`src/rtl/updown_pulse_sched.sv`:
```
// Sequences UP/DOWN/CLR/LOAD_N pulses to an 8-bit counter pair: clear > load > TICK-paced count, A/B round-robin.
// An op decided in cycle N drives its output from N+1 for HI_CYC cycles, then LO_CYC recovery; TICKs while busy are ignored.
module updown_pulse_sched #(
   parameter int          HI_CYC  = 2,
   parameter int          LO_CYC  = 2,
   parameter logic [7:0]  MAX_POS = 8'hFF,
   parameter logic [7:0]  MIN_POS = 8'h00
) (
   input  logic       clk_drv_i,
   input  logic       rst_n_i,
   input  logic       tick_i,
   input  logic       req_up_a_i,
   input  logic       req_dn_a_i,
   input  logic       req_up_b_i,
   input  logic       req_dn_b_i,
   input  logic       load_req_i,
   input  logic [7:0] load_val_i,
   input  logic       clr_req_i,
   input  logic [7:0] pos_i,
   output logic       up_o,
   output logic       down_o,
   output logic       load_n_o,
   output logic       clr_o,
   output logic [7:0] data_o,
   output logic       gnt_a_o,
   output logic       gnt_b_o,
   output logic       busy_o
);

   typedef enum logic [1:0] {S_IDLE, S_ACTIVE, S_RECOVER} state_t;
   typedef enum logic [1:0] {OP_UP, OP_DN, OP_CLR, OP_LD} op_t;

   localparam logic [3:0] HI_M1 = 4'(HI_CYC - 1);
   localparam logic [3:0] LO_M1 = 4'(LO_CYC - 1);

   state_t     state_q, state_d;
   op_t        op_q, op_d;
   logic [3:0] cnt_q, cnt_d;
   logic       clr_pend_q, clr_pend_d;
   logic       ld_pend_q, ld_pend_d;
   logic       fav_b_q, fav_b_d;
   logic       gnt_a_q, gnt_a_d;
   logic       gnt_b_q, gnt_b_d;
   logic [7:0] data_q, data_d;
   logic [7:0] sh_q, sh_d;
   logic       sh_vld_q, sh_vld_d;

   logic a_up, a_dn, b_up, b_dn, can_up, can_dn, a_elig, b_elig, pick_b;
   logic clr_eff, ld_eff, ld_act, ld_last, ld_hold;

   // Both directions high from one requester cancels out to no request.
   assign a_up   = req_up_a_i & ~req_dn_a_i;
   assign a_dn   = req_dn_a_i & ~req_up_a_i;
   assign b_up   = req_up_b_i & ~req_dn_b_i;
   assign b_dn   = req_dn_b_i & ~req_up_b_i;
   assign can_up = pos_i < MAX_POS;
   assign can_dn = pos_i > MIN_POS;
   assign a_elig = (a_up & can_up) | (a_dn & can_dn);
   assign b_elig = (b_up & can_up) | (b_dn & can_dn);
   assign pick_b = b_elig & (~a_elig | fav_b_q);

   assign clr_eff = clr_pend_q | clr_req_i;
   assign ld_eff  = ld_pend_q | load_req_i;

   always_comb begin
      state_d    = state_q;
      op_d       = op_q;
      cnt_d      = cnt_q;
      clr_pend_d = clr_eff;
      ld_pend_d  = ld_eff;
      fav_b_d    = fav_b_q;
      gnt_a_d    = 1'b0;
      gnt_b_d    = 1'b0;
      case (state_q)
         S_IDLE: begin
            if (clr_eff) begin
               state_d    = S_ACTIVE;
               op_d       = OP_CLR;
               cnt_d      = HI_M1;
               clr_pend_d = 1'b0;
            end else if (ld_eff) begin
               state_d   = S_ACTIVE;
               op_d      = OP_LD;
               cnt_d     = HI_M1;
               ld_pend_d = 1'b0;
            end else if (tick_i && (a_elig || b_elig)) begin
               state_d = S_ACTIVE;
               cnt_d   = HI_M1;
               if (pick_b) begin
                  op_d    = b_up ? OP_UP : OP_DN;
                  gnt_b_d = 1'b1;
                  fav_b_d = 1'b0;
               end else begin
                  op_d    = a_up ? OP_UP : OP_DN;
                  gnt_a_d = 1'b1;
                  fav_b_d = 1'b1;
               end
            end
         end
         S_ACTIVE: begin
            if (cnt_q == 4'd0) begin
               state_d = S_RECOVER;
               cnt_d   = LO_M1;
            end else begin
               cnt_d = cnt_q - 4'd1;
            end
         end
         S_RECOVER: begin
            if (cnt_q == 4'd0) state_d = S_IDLE;
            else               cnt_d   = cnt_q - 4'd1;
         end
         default: state_d = S_IDLE;
      endcase
   end

   // A capture arriving mid-load is parked so DATA stays frozen while LOAD_N is low.
   assign ld_act  = (state_q == S_ACTIVE) && (op_q == OP_LD);
   assign ld_last = ld_act && (cnt_q == 4'd0);
   assign ld_hold = ld_act && !ld_last;

   always_comb begin
      data_d   = data_q;
      sh_d     = sh_q;
      sh_vld_d = sh_vld_q;
      if (load_req_i && !ld_hold)   data_d = load_val_i;
      else if (ld_last && sh_vld_q) data_d = sh_q;
      if (load_req_i && ld_hold) begin
         sh_d     = load_val_i;
         sh_vld_d = 1'b1;
      end
      if (ld_last) sh_vld_d = 1'b0;
   end

   always_ff @(posedge clk_drv_i or negedge rst_n_i) begin
      if (!rst_n_i) begin
         state_q    <= S_IDLE;
         op_q       <= OP_UP;
         cnt_q      <= 4'd0;
         clr_pend_q <= 1'b0;
         ld_pend_q  <= 1'b0;
         fav_b_q    <= 1'b0;
         gnt_a_q    <= 1'b0;
         gnt_b_q    <= 1'b0;
         data_q     <= 8'h00;
         sh_q       <= 8'h00;
         sh_vld_q   <= 1'b0;
      end else begin
         state_q    <= state_d;
         op_q       <= op_d;
         cnt_q      <= cnt_d;
         clr_pend_q <= clr_pend_d;
         ld_pend_q  <= ld_pend_d;
         fav_b_q    <= fav_b_d;
         gnt_a_q    <= gnt_a_d;
         gnt_b_q    <= gnt_b_d;
         data_q     <= data_d;
         sh_q       <= sh_d;
         sh_vld_q   <= sh_vld_d;
      end
   end

   assign up_o     = (state_q == S_ACTIVE) && (op_q == OP_UP);
   assign down_o   = (state_q == S_ACTIVE) && (op_q == OP_DN);
   assign clr_o    = (state_q == S_ACTIVE) && (op_q == OP_CLR);
   assign load_n_o = !ld_act;
   assign data_o   = data_q;
   assign gnt_a_o  = gnt_a_q;
   assign gnt_b_o  = gnt_b_q;
   assign busy_o   = (state_q != S_IDLE);

endmodule

```
`config.mk`:
```
export PLATFORM = sky130hd
export DESIGN_NAME = updown_pulse_sched
export DESIGN_NICKNAME = d
export VERILOG_FILES = /design/src/rtl/updown_pulse_sched.sv
export SDC_FILE = /design/constraint.sdc
export NUM_CORES = 1
export LEC_CHECK = 0
export BUFFER_PORTS_ARGS = -buffer_cell sky130_fd_sc_hd__buf_2
export CAP_MARGIN = 15
export CORE_MARGIN = 3
export CORE_UTILIZATION = 51
export DETAILED_ROUTE_END_ITERATION = 8
export GPL_TIMING_DRIVEN = 0
export PLACE_DENSITY = 0.8
export SYNTH_ARGS = -nofsm -noshare
export SYNTH_HDL_FRONTEND = slang
export SYNTH_SLANG_ARGS = --single-unit
```
`constraint.sdc`:
```
create_clock -name clk_drv_i -period 4.77 [get_ports clk_drv_i]
set_input_delay 0.954 -clock clk_drv_i [delete_from_list [all_inputs] [get_ports clk_drv_i]]
set_output_delay 0.954 -clock clk_drv_i [all_outputs]
set_load 0.03 [all_outputs]
```
After elaboration in Yosys (flattened, before gate mapping)
Index checks and enable logic that the tools add are counted.
{"block": "word_totals", "ff_bits": 30, "out_inout_bits": 15, "in_bits": 25, "elab_cells": 105}
{"block": "op_classes", "n_bitwise": 21, "n_reduce_logical": 26, "n_mux": 35, "n_addsub": 1, "n_lt_le_gt_ge": 2, "n_eq_ne": 9}
{"op": "2-to-1 mux 4 bit", "n": 5}
{"op": "2-to-1 mux 1 bit", "n": 18}
{"op": "2-to-1 mux 2 bit", "n": 8}
{"op": "2-to-1 mux 8 bit", "n": 2}
{"op": "case mux 4 bit (3 select lines)", "n": 1}
{"op": "logical AND 1 bit", "n": 10}
{"op": "bitwise AND 1 bit", "n": 9}
{"op": "> comparator 8 x 1 -> 1 bit (second input constant)", "n": 1}
{"op": "< comparator 8 bit (second input constant)", "n": 1}
{"op": "inverter 1 bit", "n": 7}
{"op": "== test 2 bit (second input constant)", "n": 3}
{"op": "!= test 2 bit (second input constant)", "n": 3}
{"op": "case mux 2 bit (3 select lines)", "n": 1}
{"op": "AND reduction 3 bit", "n": 2}
{"op": "nonzero test 2 bit", "n": 3}
{"op": "nonzero test 3 bit", "n": 2}
{"op": "bitwise OR 1 bit", "n": 5}
{"op": "== test 2 x 1 -> 1 bit (second input constant)", "n": 2}
{"op": "zero test 2 bit", "n": 2}
{"op": "zero test 4 bit", "n": 1}
{"op": "!= test 4 bit (second input constant)", "n": 1}
{"op": "AND reduction 4 bit", "n": 1}
{"op": "subtractor 4 x 1 -> 4 bit (second input constant)", "n": 1}
{"op": "zero test 1 bit", "n": 3}
{"op": "other kinds (2)", "n": 2}

Depth between registers and ports, before layout
{"block": "depth", "word_depth": 12, "depth_mapped": 8}

Worst setup path after synthesis
No wires, ideal clock.
{"block": "synth_path", "path_type": "register to output", "from": "reg state_q[1]", "to": "out up_o", "setup_slack_ns": 2.343, "t_arrival_ns": 1.473, "path_stages_with_launch": 4, "path_cell_list": "dfrtp_1 -> inv_1 -> ha_1 -> nor3b_1"}
{"block": "synth_via", "elab_chain_cells": 2}
{"element": "from (decl)", "line": "36", "rtl": "state_t state_q, state_d;"}
{"element": "from (signal assigned)", "line": "148", "rtl": "state_q <= state_d;"}
{"element": "== test 2 x 1 -> 1 bit", "line": "162", "rtl": "assign up_o = (state_q == S_ACTIVE) && (op_q == OP_UP);"}
{"element": "logical AND 1 bit", "line": "162"}
{"element": "to (decl)", "line": "20", "rtl": "output logic up_o,"}
No other way between the ends.

Worst setup path after layout
{"block": "layout_path", "from": "reg state_q[1]", "to": "out load_n_o"}
{"block": "layout_via", "elab_chain_cells": 3}
{"element": "== test 2 x 1 -> 1 bit", "line": "117", "rtl": "assign ld_act = (state_q == S_ACTIVE) && (op_q == OP_LD);"}
{"element": "logical AND 1 bit", "line": "117"}
{"element": "zero test 1 bit", "line": "165", "rtl": "assign load_n_o = !ld_act;"}
{"element": "to (decl)", "line": "22", "rtl": "output logic load_n_o,"}
No other way between the ends.

==> flow_metrics.env <==
export IMPL_timing_final_ws_setup_ns=2.18
export IMPL_yosys_warnings=0
export IMPL_synthCells=153
export IMPL_drive_above_1_share=0.325
export IMPL_vias=1350
export IMPL_cts_made_buffers=5
export IMPL_clk_pin_slew_worst_paths_ns=0.10
export IMPL_yosys_area_share_simple=0.172
export IMPL_ios=40
export IMPL_ys_seq_area_frac=0.467
export IMPL_synth_edf_count=0
export IMPL_cts_hold_buf=0
export IMPL_routedWlPerCell_um=13.8
export IMPL_grt_max_degree=31
export IMPL_rsz0062_at_grt="no"
export IMPL_synth_area_leaders="dfrtp_1, mux2i_1, mux2_2, a21oi_1, ha_1"
export IMPL_finalCritPeriodShare=0.542
export IMPL_gp_congestion=0.838
export IMPL_hold_viol_final=0
export IMPL_r2r_start="state_q[1]$_DFFE_PN0P_"
export IMPL_required_ns=3.82
export IMPL_critPathMaxFanout=8
export IMPL_fin_crit_ns=2.59
export IMPL_synth_top_family_by_area="simple AND/OR/NAND/NOR gates"
export IMPL_viasPerCell=5.58
export IMPL_setup_violations=0
export IMPL_muxShareOfSynthArea=0.121
export IMPL_syn_avg_cell_area_um2=10.5
export IMPL_worst_slew_pin_slew_ns=0.661
export IMPL_max_cap_viol_count=0
export IMPL_clock_latency_ns=0.32
export IMPL_crit_path_end_kind="output port"
export IMPL_finalClockSkew_ns=0.0107
export IMPL_row_count=19
export IMPL_syn_to_final_growth_pct=19.1
export IMPL_synth_fa_ha_area_frac=0.0467
export IMPL_ys_flop_type="dfrtp_1"
export IMPL_track_usage=0.191
export IMPL_clock_sinks=30
export IMPL_clock_root_buffer="clkbuf_4"
export IMPL_r2r_end="data_o[7]$_DFFE_PN0P_"
export IMPL_leakagePower_uw=0.000926
export IMPL_num_fill_cells=223
export IMPL_peakVddDrop_uv=374
export IMPL_crit_arrival_ns=1.63
export IMPL_tns_ns=0
export IMPL_status="completed"
export IMPL_tritoncts="built"
export IMPL_synth_area_leader_cell="dfrtp_1"
export IMPL_rrSetupSlack_ns=2.65
export IMPL_coreArea_um2=2880
export IMPL_antenna_found_initial=0
export IMPL_max_freq_mhz=387
export IMPL_initial_utilization=0.559
export IMPL_layout_cells_non_filler=242
export IMPL_powerDensity_nw_per_um2=624
export IMPL_synthXorXnorAreaFrac=0
export IMPL_wirelength_um=3340
export IMPL_synth_nets=184
export IMPL_whs_path_depth=1
export IMPL_dr_pass1_iters=4
export IMPL_dieArea_um2=3870
export IMPL_drtIter0Drc=71
export IMPL_ys_async_sr_fraction=1.00
export IMPL_dp_slack_ns=2.21
export IMPL_fin_nets=230
export IMPL_dieWidth_um=62.2
export IMPL_io_buffers=39
export IMPL_first_global_vias=1425
export IMPL_htreeDepth=2
export IMPL_maxSlewHeadroom=0.559
export IMPL_synth_top_cell_area_share=0.467
export IMPL_yosysUniqueCellTypes=38
export IMPL_syn_cell_area_um2=1610
export IMPL_synth_compound_area_frac=0.167
export IMPL_clock_path_buffers=2
export IMPL_grt_overflow=0
export IMPL_drc=0
export IMPL_worstHoldStart="sh_q[3]$_DFFE_PN0P_"
export IMPL_maxSlewViolCount=0
export IMPL_diodes=0
export IMPL_path_class="flip-flop to output port"
export IMPL_hp_class="flip-flop to flip-flop"
export IMPL_synth_seq_cells=30
export IMPL_startpoint_type="flip-flop"
export IMPL_place_hpwl_um=2480
export IMPL_die_h_um=62.2
export IMPL_rr_worst_depth=7
export IMPL_cts_resized_gates=0
export IMPL_synth_most_common_cell="dfrtp_1"
export IMPL_dp_cells=234
export IMPL_ant_nets=0
export IMPL_grt_pass1_wl_um=6040
export IMPL_hold_end="sh_q[3]$_DFFE_PN0P_"
export IMPL_ys_top_cells_by_count="dfrtp_1, nor2_1, a21oi_1"
export IMPL_postCtsSetupRepairBufs=0
[layout by cell type, fill, tap and decap left out, types with 2 or more instances in the layout]
master     synthesis  final
clkbuf_1           1      2
a22o_1             2      2
and2_1             2      2
a2bb2oi_1          2      2
mux2i_1            9      9
a21oi_1           16     16
dfrtp_1           30     30
mux2_2             8      8
o21ai_1            2      2
clkbuf_4           0      5
nand3_1            2      2
nand2_1            8      8
inv_1              6      6
nor2b_1            6      6
nor3_1             2      2
o21ai_4            2      2
buf_2              1     40
nor3b_1            3      3
nor4_1             3      3
nor2_1            20     20
ha_1               6      6
o21ai_0            4      4
nand4_1            2      2
[flip-flops by register name, summed over array words and instances, names as in the netlist, 2 cells and up]
signal / cells
data_o: 8
sh_q: 8
cnt_q: 4
op_q: 2
state_q: 2
[area by class of cell]
cell class                      instances  area (µm²)  area share
Buffer                                  3        20.0      0.0104
Multi-Input combinational cell        114         816       0.426
Timing Repair Buffer                   39         195       0.102
Clock buffer                            7        55.1      0.0287
Sequential cell                        30         751       0.392
Inverter                                6        22.5      0.0117
Tap cell                               42        52.6      0.0274
Clock inverter                          1        5.00     0.00261
[power breakdown]
part | switching (µW) | leakage (µW) | internal (µW)
Sequential | 82.6 | 0.000358 | 366
Combinational | 349 | 0.000533 | 243
Clock | 82.8 | 0.0000353 | 71.4
Total | 515 | 0.000926 | 681
[critical path, stage by stage, from the launching register on]
cell and delay (ns):
dfrtp_1 0.42, inv_1 0.09, ha_1 0.31, nand3_1 0.24, buf_2 0.25
[metrics by stage]
stage | hold slack [ns] | cell area (µm²) | utilization | power (µW)
2_1_floorplan | 0.466 | 1610 | - | 887
6_report | 0.520 | 1920 | 0.666 | 1200
5_1_grt | 0.529 | 1920 | 0.666 | 1290
4_1_cts | 0.516 | 1920 | 0.666 | 1200
3_3_place_gp | 0.486 | 1860 | 0.645 | 1010
3_5_place_dp | 0.496 | 1860 | 0.645 | 1040
[metal layers]
layer / track usage / share of wire / wire length, µm / vias to the layer above
met1: 0.214 / 0.41 / 1370 / 650
met5: 0 / 0 / 0 / -
li1: - / - / - / 639
met4: 0.0884 / 0.015 / 51 / 0
met3: 0.0505 / 0.068 / 228 / 6
met2: 0.339 / 0.51 / 1690 / 55
[worst max-delay path by stage]
stage                                 startpoint                endpoint  cells after the start
after floorplan           state_q[1]$_DFFE_PN0P_                    up_o                      3
after global placement                  pos_i[6]  state_q[0]$_DFFE_PN0P_                      8
after detailed placement                pos_i[2]  state_q[0]$_DFFE_PN0P_                      8
after CTS                 state_q[1]$_DFFE_PN0P_                load_n_o                      4
after global routing      state_q[1]$_DFFE_PN0P_                load_n_o                      4
final                     state_q[1]$_DFFE_PN0P_                load_n_o                      4
[cell families (layout without fill, tap and decap cells)]
| group | after synthesis | after routing |
|---|---|---|
| AOI/OAI and AO/OA | 38 | 38 |
| DFF | 30 | 30 |
| adders and majority gates | 6 | 6 |
| muxes | 18 | 18 |
| buffers and inverters | 9 | 56 |
| and+or+nand+nor | 52 | 52 |
Power figures use the tool's default switching activity.
